**config.mk**
```make
export PLATFORM = sky130hd
export DESIGN_NAME = ws2812_rx
export DESIGN_NICKNAME = d
export VERILOG_FILES = /design/src/rtl/ws2812_pkg.sv /design/src/rtl/sync_2ff.sv /design/src/rtl/ws2812_rx.sv
export SDC_FILE = /design/constraint.sdc
export NUM_CORES = 1
export LEC_CHECK = 0
export ABC_AREA = 1
export BUFFER_PORTS_ARGS = -buffer_cell sky130_fd_sc_hd__buf_4
export CORE_UTILIZATION = 45
export DETAILED_ROUTE_END_ITERATION = 16
export GPL_TIMING_DRIVEN = 0
export PLACE_DENSITY = 0.65
export SYNTH_ARGS = -nofsm -noshare
export SYNTH_HDL_FRONTEND = slang
export SYNTH_HIERARCHICAL = 1
export SYNTH_SLANG_ARGS = --single-unit
```
**constraint.sdc**
```tcl
create_clock -name CLK_IN -period 2.5 [get_ports CLK_IN]
set_input_delay 0 -clock CLK_IN [delete_from_list [all_inputs] [get_ports CLK_IN]]
set_output_delay 0 -clock CLK_IN [all_outputs]
set_load 0.03 [all_outputs]
```
**src/rtl/ws2812_pkg.sv**
```systemverilog
// rtl/ws2812_pkg.sv - WS2812 receiver state encoding, shared timing constants and GRB layout
package ws2812_pkg;

   typedef enum logic [1:0] {
      S_SYNC,
      S_IDLE,
      S_HIGH,
      S_LOW
   } state_e;

   // Nominal waveform at 20 MHz, also used by the transmitter side
   localparam int unsigned T0H     = 8;
   localparam int unsigned T1H     = 16;
   localparam int unsigned TBIT    = 25;
   localparam int unsigned T_LATCH = 1000;

   localparam int unsigned G_MSB = 23;
   localparam int unsigned G_LSB = 16;
   localparam int unsigned R_MSB = 15;
   localparam int unsigned R_LSB = 8;
   localparam int unsigned B_MSB = 7;
   localparam int unsigned B_LSB = 0;

   function automatic logic [23:0] grb_pack(input logic [7:0] g, input logic [7:0] r,
                                            input logic [7:0] b);
      logic [23:0] w;
      w               = '0;
      w[G_MSB:G_LSB]  = g;
      w[R_MSB:R_LSB]  = r;
      w[B_MSB:B_LSB]  = b;
      return w;
   endfunction

endpackage

```
**src/rtl/sync_2ff.sv**
```systemverilog
// rtl/sync_2ff.sv - 1-bit double-flop synchronizer with synchronous active-high reset
module sync_2ff (
   input  logic clk,
   input  logic rst,
   input  logic d_in,
   output logic q_out
);

   logic meta_q, meta_d;
   logic sync_q, sync_d;

   always_comb begin
      meta_d = d_in;
      sync_d = meta_q;
   end

   always_ff @(posedge clk) begin
      if (rst) begin
         meta_q <= 1'b0;
         sync_q <= 1'b0;
      end else begin
         meta_q <= meta_d;
         sync_q <= sync_d;
      end
   end

   assign q_out = sync_q;

endmodule

```
**src/rtl/ws2812_rx.sv**
```systemverilog
// rtl/ws2812_rx.sv - WS2812 NRZ receiver: recovers GRB pixel words and frame latch gaps
module ws2812_rx
   import ws2812_pkg::*;
#(
   parameter int unsigned HIGH_MIN     = 4,
   parameter int unsigned ONE_MIN      = 12,
   parameter int unsigned HIGH_MAX     = 30,
   parameter int unsigned LATCH_CYCLES = T_LATCH,
   parameter int unsigned BITS         = 24
) (
   input  logic            CLK_IN,
   input  logic            RESET,
   input  logic            DIN,
   output logic [BITS-1:0] DATA,
   output logic            VALID,
   output logic            LATCH,
   output logic [15:0]     PIXEL_CNT,
   output logic            ERR
);

   localparam int CW = $clog2(LATCH_CYCLES + 1);
   localparam int BW = $clog2(BITS + 1);
   localparam logic [CW-1:0] C_HIGH_MIN = CW'(HIGH_MIN);
   localparam logic [CW-1:0] C_ONE_MIN  = CW'(ONE_MIN);
   localparam logic [CW-1:0] C_HIGH_MAX = CW'(HIGH_MAX);
   localparam logic [CW-1:0] C_LATCH    = CW'(LATCH_CYCLES);
   localparam logic [BW-1:0] C_LAST_BIT = BW'(BITS - 1);

   state_e          state_q, state_d;
   logic [CW-1:0]   cnt_q, cnt_d;
   logic [BW-1:0]   bit_idx_q, bit_idx_d;
   logic [BITS-1:0] shift_q, shift_d;
   logic [BITS-1:0] data_q, data_d;
   logic [15:0]     pixel_cnt_q, pixel_cnt_d;
   logic            valid_q, valid_d;
   logic            latch_q, latch_d;
   logic            err_q, err_d;
   logic            din_prev_q, din_prev_d;

   logic            din_s;
   logic            rise, fall, bit_val;
   logic [BITS-1:0] shift_next;

   sync_2ff u_sync (
      .clk   (CLK_IN),
      .rst   (RESET),
      .d_in  (DIN),
      .q_out (din_s)
   );

   always_comb begin
      rise        = din_s & ~din_prev_q;
      fall        = ~din_s & din_prev_q;
      bit_val     = (cnt_q >= C_ONE_MIN);
      shift_next  = {shift_q[BITS-2:0], bit_val};

      state_d     = state_q;
      din_prev_d  = din_s;
      cnt_d       = (rise | fall) ? CW'(1) :
                    ((cnt_q == C_LATCH) ? cnt_q : cnt_q + CW'(1));
      bit_idx_d   = bit_idx_q;
      shift_d     = shift_q;
      data_d      = data_q;
      valid_d     = 1'b0;
      latch_d     = 1'b0;
      err_d       = 1'b0;
      // The latch cycle still shows the frame's count; it clears one cycle later
      pixel_cnt_d = latch_q ? 16'd0 : pixel_cnt_q;

      case (state_q)
         S_SYNC: begin
            bit_idx_d = '0;
            if (din_s) begin
               cnt_d = '0;
            end else if (cnt_q == C_LATCH) begin
               state_d = S_IDLE;
            end
         end
         S_IDLE: begin
            if (rise) begin
               state_d = S_HIGH;
            end
         end
         S_HIGH: begin
            if (fall) begin
               if (cnt_q < C_HIGH_MIN) begin
                  err_d     = 1'b1;
                  bit_idx_d = '0;
                  state_d   = S_SYNC;
               end else begin
                  shift_d = shift_next;
                  state_d = S_LOW;
                  if (bit_idx_q == C_LAST_BIT) begin
                     data_d      = shift_next;
                     valid_d     = 1'b1;
                     bit_idx_d   = '0;
                     pixel_cnt_d = (pixel_cnt_q == 16'hFFFF) ? pixel_cnt_q
                                                             : pixel_cnt_q + 16'd1;
                  end else begin
                     bit_idx_d = bit_idx_q + BW'(1);
                  end
               end
            end else if (cnt_q >= C_HIGH_MAX) begin
               // Still high after HIGH_MAX cycles: flag now rather than waiting for the fall
               err_d     = 1'b1;
               bit_idx_d = '0;
               state_d   = S_SYNC;
            end
         end
         S_LOW: begin
            if (rise) begin
               state_d = S_HIGH;
            end else if (cnt_d == C_LATCH) begin
               latch_d   = 1'b1;
               err_d     = (bit_idx_q != '0);
               bit_idx_d = '0;
               state_d   = S_IDLE;
            end
         end
         default: begin
            state_d = S_SYNC;
         end
      endcase
   end

   always_ff @(posedge CLK_IN) begin
      if (RESET) begin
         state_q     <= S_SYNC;
         cnt_q       <= '0;
         bit_idx_q   <= '0;
         shift_q     <= '0;
         data_q      <= '0;
         pixel_cnt_q <= '0;
         valid_q     <= 1'b0;
         latch_q     <= 1'b0;
         err_q       <= 1'b0;
         din_prev_q  <= 1'b0;
      end else begin
         state_q     <= state_d;
         cnt_q       <= cnt_d;
         bit_idx_q   <= bit_idx_d;
         shift_q     <= shift_d;
         data_q      <= data_d;
         pixel_cnt_q <= pixel_cnt_d;
         valid_q     <= valid_d;
         latch_q     <= latch_d;
         err_q       <= err_d;
         din_prev_q  <= din_prev_d;
      end
   end

   assign DATA      = data_q;
   assign VALID     = valid_q;
   assign LATCH     = latch_q;
   assign PIXEL_CNT = pixel_cnt_q;
   assign ERR       = err_q;

endmodule

```
# [After elaboration in Yosys (flattened, before gate mapping)]
# Cells that the tools add are included.
[totals] ff_bits=86 in_bits=3 out_inout_bits=43 elab_cells=85
[op_classes] add_sub_neg=3 magnitude_cmp=3 eq_ne=15 muxes=34 bitwise=9 n_reduce_logical=9
[ops] op="two-way mux 16 bit" n=6
[ops] op="two-way mux 10 bit" n=4
[ops] op="two-way mux 5 bit" n=6
[ops] op="equality test 10 bit (second input constant)" n=2
[ops] op="adder 16 x 1 -> 16 bit (second input constant)" n=1
[ops] op="equality test 16 bit (second input constant)" n=1
[ops] op="two-way mux 2 bit" n=8
[ops] op="one-hot mux 5 bit (3 select lines)" n=1
[ops] op="adder 10 x 1 -> 10 bit (second input constant)" n=1
[ops] op="greater-or-equal comparator 10 x 4 -> 1 bit (second input constant)" n=1
[ops] op="greater-or-equal comparator 10 x 5 -> 1 bit (second input constant)" n=1
[ops] op="less-than comparator 10 x 3 -> 1 bit (second input constant)" n=1
[ops] op="inequality test 2 bit (second input constant)" n=5
[ops] op="one-hot mux 2 bit (4 select lines)" n=1
[ops] op="AND reduction 4 bit" n=2
[ops] op="two-way mux 1 bit" n=7
[ops] op="inequality test 3 bit (second input constant)" n=2
[ops] op="NOT 1 bit" n=6
[ops] op="adder 5 x 1 -> 5 bit (second input constant)" n=1
[ops] op="equality test 5 bit (second input constant)" n=1
[ops] op="inequality test 5 bit (second input constant)" n=1
[ops] op="AND reduction 5 bit" n=1
[ops] op="nonzero test 5 bit" n=1
[ops] op="equality test 2 bit (second input constant)" n=2
[ops] op="other kinds (9)" n=10

# [Longest topological paths before layout]
# Gate-level depths: netlist of run 1.
[depth] ltp_word=8 ltp_mapped=14 ltp_nobuf=14

# [By module]
# Netlist of run 1, hierarchy kept.
[modules_own_cells] mod="ws2812_rx" n_inst=1 cells_each=553 area_per_inst_um2=4017.6 seq_area_each_um2=1681.6
[modules_own_cells] mod="sync_2ff" n_inst=1 cells_each=6 area_per_inst_um2=55.1 seq_area_each_um2=40.0

# [Worst setup path after synthesis of run 1]
# Ideal clock, no wire load.
[synth_timing] path_kind="reg-to-reg" start="register pixel_cnt_q[0] (netlist: PIXEL_CNT[0])" end="register pixel_cnt_q[1] (netlist: PIXEL_CNT[1])" setup_time_ps=70 arrival_ps=1905 required_ps=2430 slack_ps=524 stages_incl_launch_ff=12 n_path_buf=0 synth_period_minus_slack_ps=1976 path_cell_list="dfxtp_1 > ha_1 > nand2_1 > nor3_2 > nand3_2 > nor2_2 > nand4_1 > nor2_2 > inv_2 > o21ai_2 > nand2_1 > a21oi_1"
[synth_between] elab_chain_cells=6 word_cells_on_any_way=8 cone_classes="add/sub (1); eq/ne (2); mux (5)"
[synth_lines] element="start: declaration" line_no="ws2812_rx.sv:34" rtl="logic [15:0] pixel_cnt_q, pixel_cnt_d;"
[synth_lines] element="start signal: assignment" line_no="ws2812_rx.sv:144" rtl="pixel_cnt_q <= pixel_cnt_d;"
[synth_lines] element="adder 16 x 1 -> 16 bit" line_no="ws2812_rx.sv:98" rtl=": pixel_cnt_q + 16'd1;"
[synth_lines] element="two-way mux 16 bit" line_no="ws2812_rx.sv:97" rtl="pixel_cnt_d = (pixel_cnt_q == 16'hFFFF) ? pixel_cnt_q"
[synth_lines] element="two-way mux 16 bit" line_no="ws2812_rx.sv:93" rtl="if (bit_idx_q == C_LAST_BIT) begin"
[synth_lines] element="two-way mux 16 bit" line_no="ws2812_rx.sv:86" rtl="if (cnt_q < C_HIGH_MIN) begin"
[synth_lines] element="two-way mux 16 bit" line_no="ws2812_rx.sv:85" rtl="if (fall) begin"
[synth_lines] element="two-way mux 16 bit" line_no="ws2812_rx.sv:70" rtl="case (state_q)"
# Several ways; a longest one is shown, not always the timed one. The select of a mux whose other input is x is not followed.
# A chain may end at the register's enable or synchronous reset.

# [Worst setup path after layout of run 1]
# Same ends and word-level chain as after synthesis.

==> impl_metrics.tcl, run 1 <==
set metrics [dict create \
    dr_wl_met3_um 364 \
    drtPass1Iterations 4 \
    finalSetupViolCount 0 \
    drt_iter0_drc 132 \
    cts_tree "built" \
    ys_seq_area_frac 0.423 \
    cp_data_arrival_time_ns 2.38 \
    worst_slew_pin_slew_ns 0.673 \
    grt_antenna_before_repair 0 \
    final_cells 730 \
    die-height_um 97.1 \
    peakVddDrop_mv 0.312 \
    synth-edff-count 0 \
    rows 34 \
    top_layer_used "met4" \
    cts_buffers 9 \
    rsz0062_at_grt "no" \
    grt_first_pass_wirelength_um 16700 \
    fillCellCount 873 \
    syn_nets 569 \
    ios 46 \
    worst_slack_ns 0.414 \
    layout.nets 627 \
    start_util 0.467 \
    synthesis.area_mm2 0.00407 \
    final_common_cell "nand2_1" \
    synthFlopType "dfxtp_1" \
    dp_slack_ns 0.489 \
    grt_max_degree 17 \
    post_cts_buffers 0 \
    gr-usage-all-layers 0.218 \
    cp-start-kind "register" \
    power_density_mw_per_mm2 522 \
    die_area_mm2 0.00944 \
    wl_met2_um 4700 \
    crit_path_end_kind "register" \
    finalMaxSlewViolations 0 \
    avgSynthCellArea_um2 7.29 \
    coreArea_mm2 0.00872 \
    viasPerCell 5.22 \
    htree_levels 3 \
    grt_remaining_overflow 0 \
    ys_warn_count 6 \
    antenna_cells 0 \
    clock_skew_ns 0.0169 \
    place_hpwl_um 7230 \
    clockBufferDepth 2 \
    hold_class "in2reg" \
    p_leak_nw 2.00 \
    wl_per_cell_um 13.6 \
    cts_root_buf "clkbuf_8" \
    drive_gt1_frac 0.180 \
    port_buffers 45 \
    final_cell_mix "nand2_1, dfxtp_1, nor2_1, inv_1, a21oi_1" \
    gp_congestion 0.908 \
    synth-seq-cells 86 \
    finalCritPeriodShare 0.834 \
    cap_violations 0 \
    tns_ns 0 \
    crit_fanout 6 \
    post-place-cells 712 \
    status "finished clean" \
    die_w_um 97.1 \
    path_clk_slew_ns 0.10 \
    vias 3811 \
    async_flop_share 0 \
    drc_errors 0 \
    cts_num_sinks 86 \
    relSlewSlack 0.552 \
    critPathRequiredTime_ns 2.80 \
    ys_types 40 \
    max_freq_mhz 479 \
    clk_latency_ns 0.36 \
    hold_viol 0 \
    met1_length_um 4800 \
    wirelength_um 9940 \
    ant_nets 0 \
    grt_pass1_vias 3592 \
    worstSetupPathType "reg2reg" \
    fin_crit_ns 2.09 \
    area_growth_pct 17.1 \
    synth_cells 559 \
]
-- power breakdown --
part	leakage [nW]	switching, W	internal, W
Combinational	1.21	0.0000522	0.0000221
Sequential	0.693	0.00000637	0.00137
Clock	0.101	0.000554	0.000482
Total	2.00	0.000613	0.00188
-- registers in the layout, summed over array words and instances (netlist names) --
| name | cells |
|---|---|
| DATA | 24 |
| shift_q | 23 |
| PIXEL_CNT | 16 |
| cnt_q | 10 |
| bit_idx_q | 5 |
| state_q | 2 |
| ERR | 1 |
| LATCH | 1 |
| VALID | 1 |
| din_prev_q | 1 |
| u_sync/meta_q | 1 |
| u_sync/q_out | 1 |
-- logic make-up after synthesis --
family,Yosys count,share of synthesized area
and+or+nand+nor,243,0.279
buffers and inverters,89,0.0946
xor gates and xnor gates,6,0.0129
DFF,86,0.423
AOI/OAI and AO/OA,128,0.169
adders and majority gates,7,0.0215
-- synthesized netlist by cell type, types with 2 or more instances --
cell type / n / area, um^2
nor2_2: 7 / 43.8
inv_1: 61 / 229
nor2_4: 3 / 33.8
o21ai_2: 7 / 61.3
buf_4: 3 / 22.5
nand2_2: 3 / 18.8
dfxtp_1: 86 / 1720
nor4_1: 2 / 12.5
o21ai_1: 6 / 30.0
nand4_1: 9 / 56.3
buf_8: 2 / 30.0
or2_2: 2 / 12.5
a21oi_1: 56 / 280
o21ai_0: 48 / 240
nand2_1: 91 / 342
nor3_1: 7 / 35.0
nor3b_1: 2 / 15.0
nor2_1: 77 / 289
clkbuf_1: 7 / 26.3
nand3_1: 29 / 145
ha_1: 7 / 87.6
nand3_2: 4 / 40.0
a211oi_1: 3 / 22.5
a31oi_1: 4 / 25.0
buf_2: 8 / 40.0
inv_2: 5 / 18.8
xor2_1: 6 / 52.6
nor3_2: 2 / 20.0
-- metrics by stage --
stage | area (um^2) | power, W | hold WS, ns | util
6_report | 4770 | 0.00249 | 0.374 | 0.547
5_1_grt | 4770 | 0.00258 | 0.385 | 0.547
3_5_place_dp | 4550 | 0.00148 | 0.192 | 0.521
3_3_place_gp | 4550 | 0.00148 | 0.189 | 0.521
2_1_floorplan | 4070 | 0.00146 | 0.0712 | -
4_1_cts | 4770 | 0.00251 | 0.356 | 0.547
-- final timing paths --
kind / start / end / slack [ns] / depth (start not counted)
worst max-delay path: PIXEL_CNT[0]$_SDFFE_PP0P_ / PIXEL_CNT[1]$_SDFFE_PP0P_ / 0.41 / 11
worst min-delay path: RESET / u_sync/q_out$_SDFF_PP0_ / 0.37 / 3
worst max register to register: PIXEL_CNT[0]$_SDFFE_PP0P_ / PIXEL_CNT[1]$_SDFFE_PP0P_ / 0.41 / 11
worst min register to register: u_sync/meta_q$_SDFF_PP0_ / u_sync/q_out$_SDFF_PP0_ / 0.43 / 2
-- repair_timing --
item | CTS | global route
hold buffers | 2 | 0
hold endpoints to repair | 2 | 0
resized for setup | 0 | 0
setup endpoints to repair | 0 | 0
-- metal layers --
metal	up-vias	GRT usage
met5	-	0
met2	94	0.356
met4	0	0.0873
li1	1943	-
met3	6	0.0338
met1	1768	0.287
-- layout make-up --
class	instances	area, um^2	share of cell area
clock buffer	10	128	0.0268
multi-input combinational	384	1970	0.412
buffer	21	123	0.0257
timing repair buffer	47	358	0.0750
clock inverter	6	77.6	0.0163
inverter	68	263	0.0551
sequential	86	1720	0.361
tap	108	135	0.0283
-- critical path, stage by stage (launching register included) --
cell and delay (ns):
dfxtp_1 0.42, ha_1 0.20, nand2_1 0.12, nor3_2 0.26, nand3_2 0.14, nor2_2 0.13
nand4_1 0.13, nor2_2 0.25, inv_2 0.11, o21ai_2 0.08, nand2_1 0.07, a21oi_1 0.11
Note: power is estimated with default switching activity, not from simulation.
==> run 2: changes to the inputs <==
Settings changed: PLACE_DENSITY 0.65 to 0.67.
Clock period 2.5 ns to 1.9 ns, I/O delays scaled along.
==> impl_metrics.tcl, run 2 (synthesis gave the netlist of run 1 again) <==
set metrics [dict create \
    crit_path_top_delay_cell "dfxtp_2" \
    max_stage_delay_ns 0.34 \
    cpMostUsedCell "nand2_2" \
    antenna_cells 0 \
    multiInputGateArea_mm2 0.00223 \
    p_seq_frac 0.544 \
    grt_remaining_overflow 0 \
    clk_latency_ns 0.36 \
    die_area_mm2 0.00944 \
    finalCritPeriodShare 0.986 \
    clock_skew_ns 0.0126 \
    relSlewSlack 0.534 \
    total_power_w 0.00334 \
    finalMaxSlewViolations 0 \
    ant_nets 0 \
    peakVddDrop_mv 0.435 \
    drt_iter0_drc 171 \
    largest_reg_flops 24 \
    crit_fanout 6 \
    path_delay_family "simple AND/OR/NAND/NOR gates" \
    worst_slew_pin_slew_ns 0.699 \
    power_density_mw_per_mm2 626 \
    cap_violations 0 \
    cp.buffers_inverters 2 \
    grt_antenna_before_repair 0 \
    final_cell_mix "nand2_1, buf_4, dfxtp_1, nor2_1, inv_1" \
    cp-start-kind "register" \
    rows 34 \
    grt_pass1_vias 3729 \
    fillCellCount 753 \
    p_leak_nw 2.24 \
    fin_crit_ns 1.87 \
    layout.nets 655 \
    cp_data_arrival_time_ns 2.10 \
    htree_levels 3 \
    cts_root_buf "clkbuf_8" \
    cts_buffers 9 \
    gr-usage-all-layers 0.223 \
    cp_cell_sequence "inv_1 -> ha_4 -> buf_6 -> o21ai_1 -> nor2_1 -> nand2_1 -> nor2_4 -> nand4_4 -> nand2_2 -> nand2_4 -> nand2_2 -> a21oi_2" \
    worstSetupPathType "reg2reg" \
    area_growth_pct 30.9 \
    gp_congestion 0.883 \
    coreArea_mm2 0.00872 \
    port_buffers 45 \
    drive_gt1_frac 0.294 \
    die_w_um 97.1 \
    p_clk_frac 0.411 \
    placed_cell_area_mm2 0.00455 \
    cts_tree "built" \
    viasPerCell 5.36 \
    drtPass1Iterations 5 \
    rsz0062_at_grt "yes" \
    wirelength_um 11100 \
    dp_slack_ns -0.116 \
    ios 46 \
    worst_slack_ns 0.0268 \
    switching_power_w 0.000840 \
    final_common_cell "nand2_1" \
    vias 4063 \
    hold_class "in2reg" \
    intPower_w 0.00250 \
    grt_max_degree 17 \
    path_clk_slew_ns 0.09 \
    wl_per_cell_um 14.6 \
    max_freq_mhz 534 \
    fin_util 0.611 \
    power_frac_comb 0.045 \
    place_hpwl_um 7320 \
    critPathRequiredTime_ns 2.12 \
    clockBufferDepth 2 \
    drc_errors 0 \
    grt_first_pass_wirelength_um 17300 \
    stdcell_area_mm2 0.00533 \
    crit_path_end_kind "register" \
    swShare 0.252 \
    start_util 0.467 \
    status "finished clean" \
    die-height_um 97.1 \
    hold_viol 0 \
    ff_latch_area_mm2 0.00176 \
    tns_ns 0 \
    cts_num_sinks 86 \
    finalSetupViolCount 0 \
]
## run 2: final cells by class
| class | count | area share |
|---|---|---|
| multi-input cells | 384 | 0.418 |
| well taps | 108 | 0.0254 |
| plain buffers | 20 | 0.0256 |
| repair buffers | 76 | 0.112 |
| clock inverters | 6 | 0.0148 |
| flip-flops and latches | 86 | 0.330 |
| clock buffers | 10 | 0.0239 |
| inverters | 68 | 0.0512 |
## run 2: worst paths after layout
kind,from,end,slack (ns),cells after the start
max,din_prev_q$_SDFF_PP0_,bit_idx_q[0]$_SDFFE_PP0P_,0.03,12
min,RESET,VALID$_SDFF_PP0_,0.32,3
max reg2reg,din_prev_q$_SDFF_PP0_,bit_idx_q[0]$_SDFFE_PP0P_,0.03,12
min reg2reg,u_sync/meta_q$_SDFF_PP0_,u_sync/q_out$_SDFF_PP0_,0.41,2
## run 2: worst reg2reg max path, cell delays in order (launching register included)
cell,delay (ns)
dfxtp_2,0.34
inv_1,0.06
ha_4,0.26
buf_6,0.11
o21ai_1,0.09
nor2_1,0.18
nand2_1,0.12
nor2_4,0.16
nand4_4,0.12
nand2_2,0.10
nand2_4,0.07
nand2_2,0.08
a21oi_2,0.05
## run 2: metrics by stage
stage	instances	hold WS, ns
final	758	0.324
after global routing	758	0.373
after CTS	733	0.302
after detailed placement	712	0.180
after global placement	712	0.183
after floorplan	559	0.0712
## run 2: timing repair
| item | in CTS | in global routing |
|---|---|---|
| gates cloned | 0 | 1 |
| endpoints found under the hold margin | 2 | 0 |
| setup endpoints to repair | 30 | 64 |
| gates resized for setup | 10 | 86 |
| hold buffers | 2 | 0 |
| setup buffers | 3 | 25 |
| pin swaps | 3 | 32 |
## run 2: routing by layer
metal / vias to the layer above / GRT usage / share of wire
met5: - / 0 / 0
met3: 20 / 0.0317 / 0.042
met1: 1947 / 0.284 / 0.44
li1: 1998 / - / -
met4: 0 / 0.0735 / 0.017
met2: 98 / 0.385 / 0.50
## run 2: power by group through the flow
stage | logic [W] | clock network, W | registers, W
2_1_floorplan | 0.0000651 | 0 | 0.00186
3_3_place_gp | 0.0000942 | 0 | 0.00186
3_5_place_dp | 0.0000953 | 0 | 0.00186
4_1_cts | 0.000101 | 0.00139 | 0.00182
5_1_grt | 0.000165 | 0.00145 | 0.00182
6_report | 0.000151 | 0.00137 | 0.00181
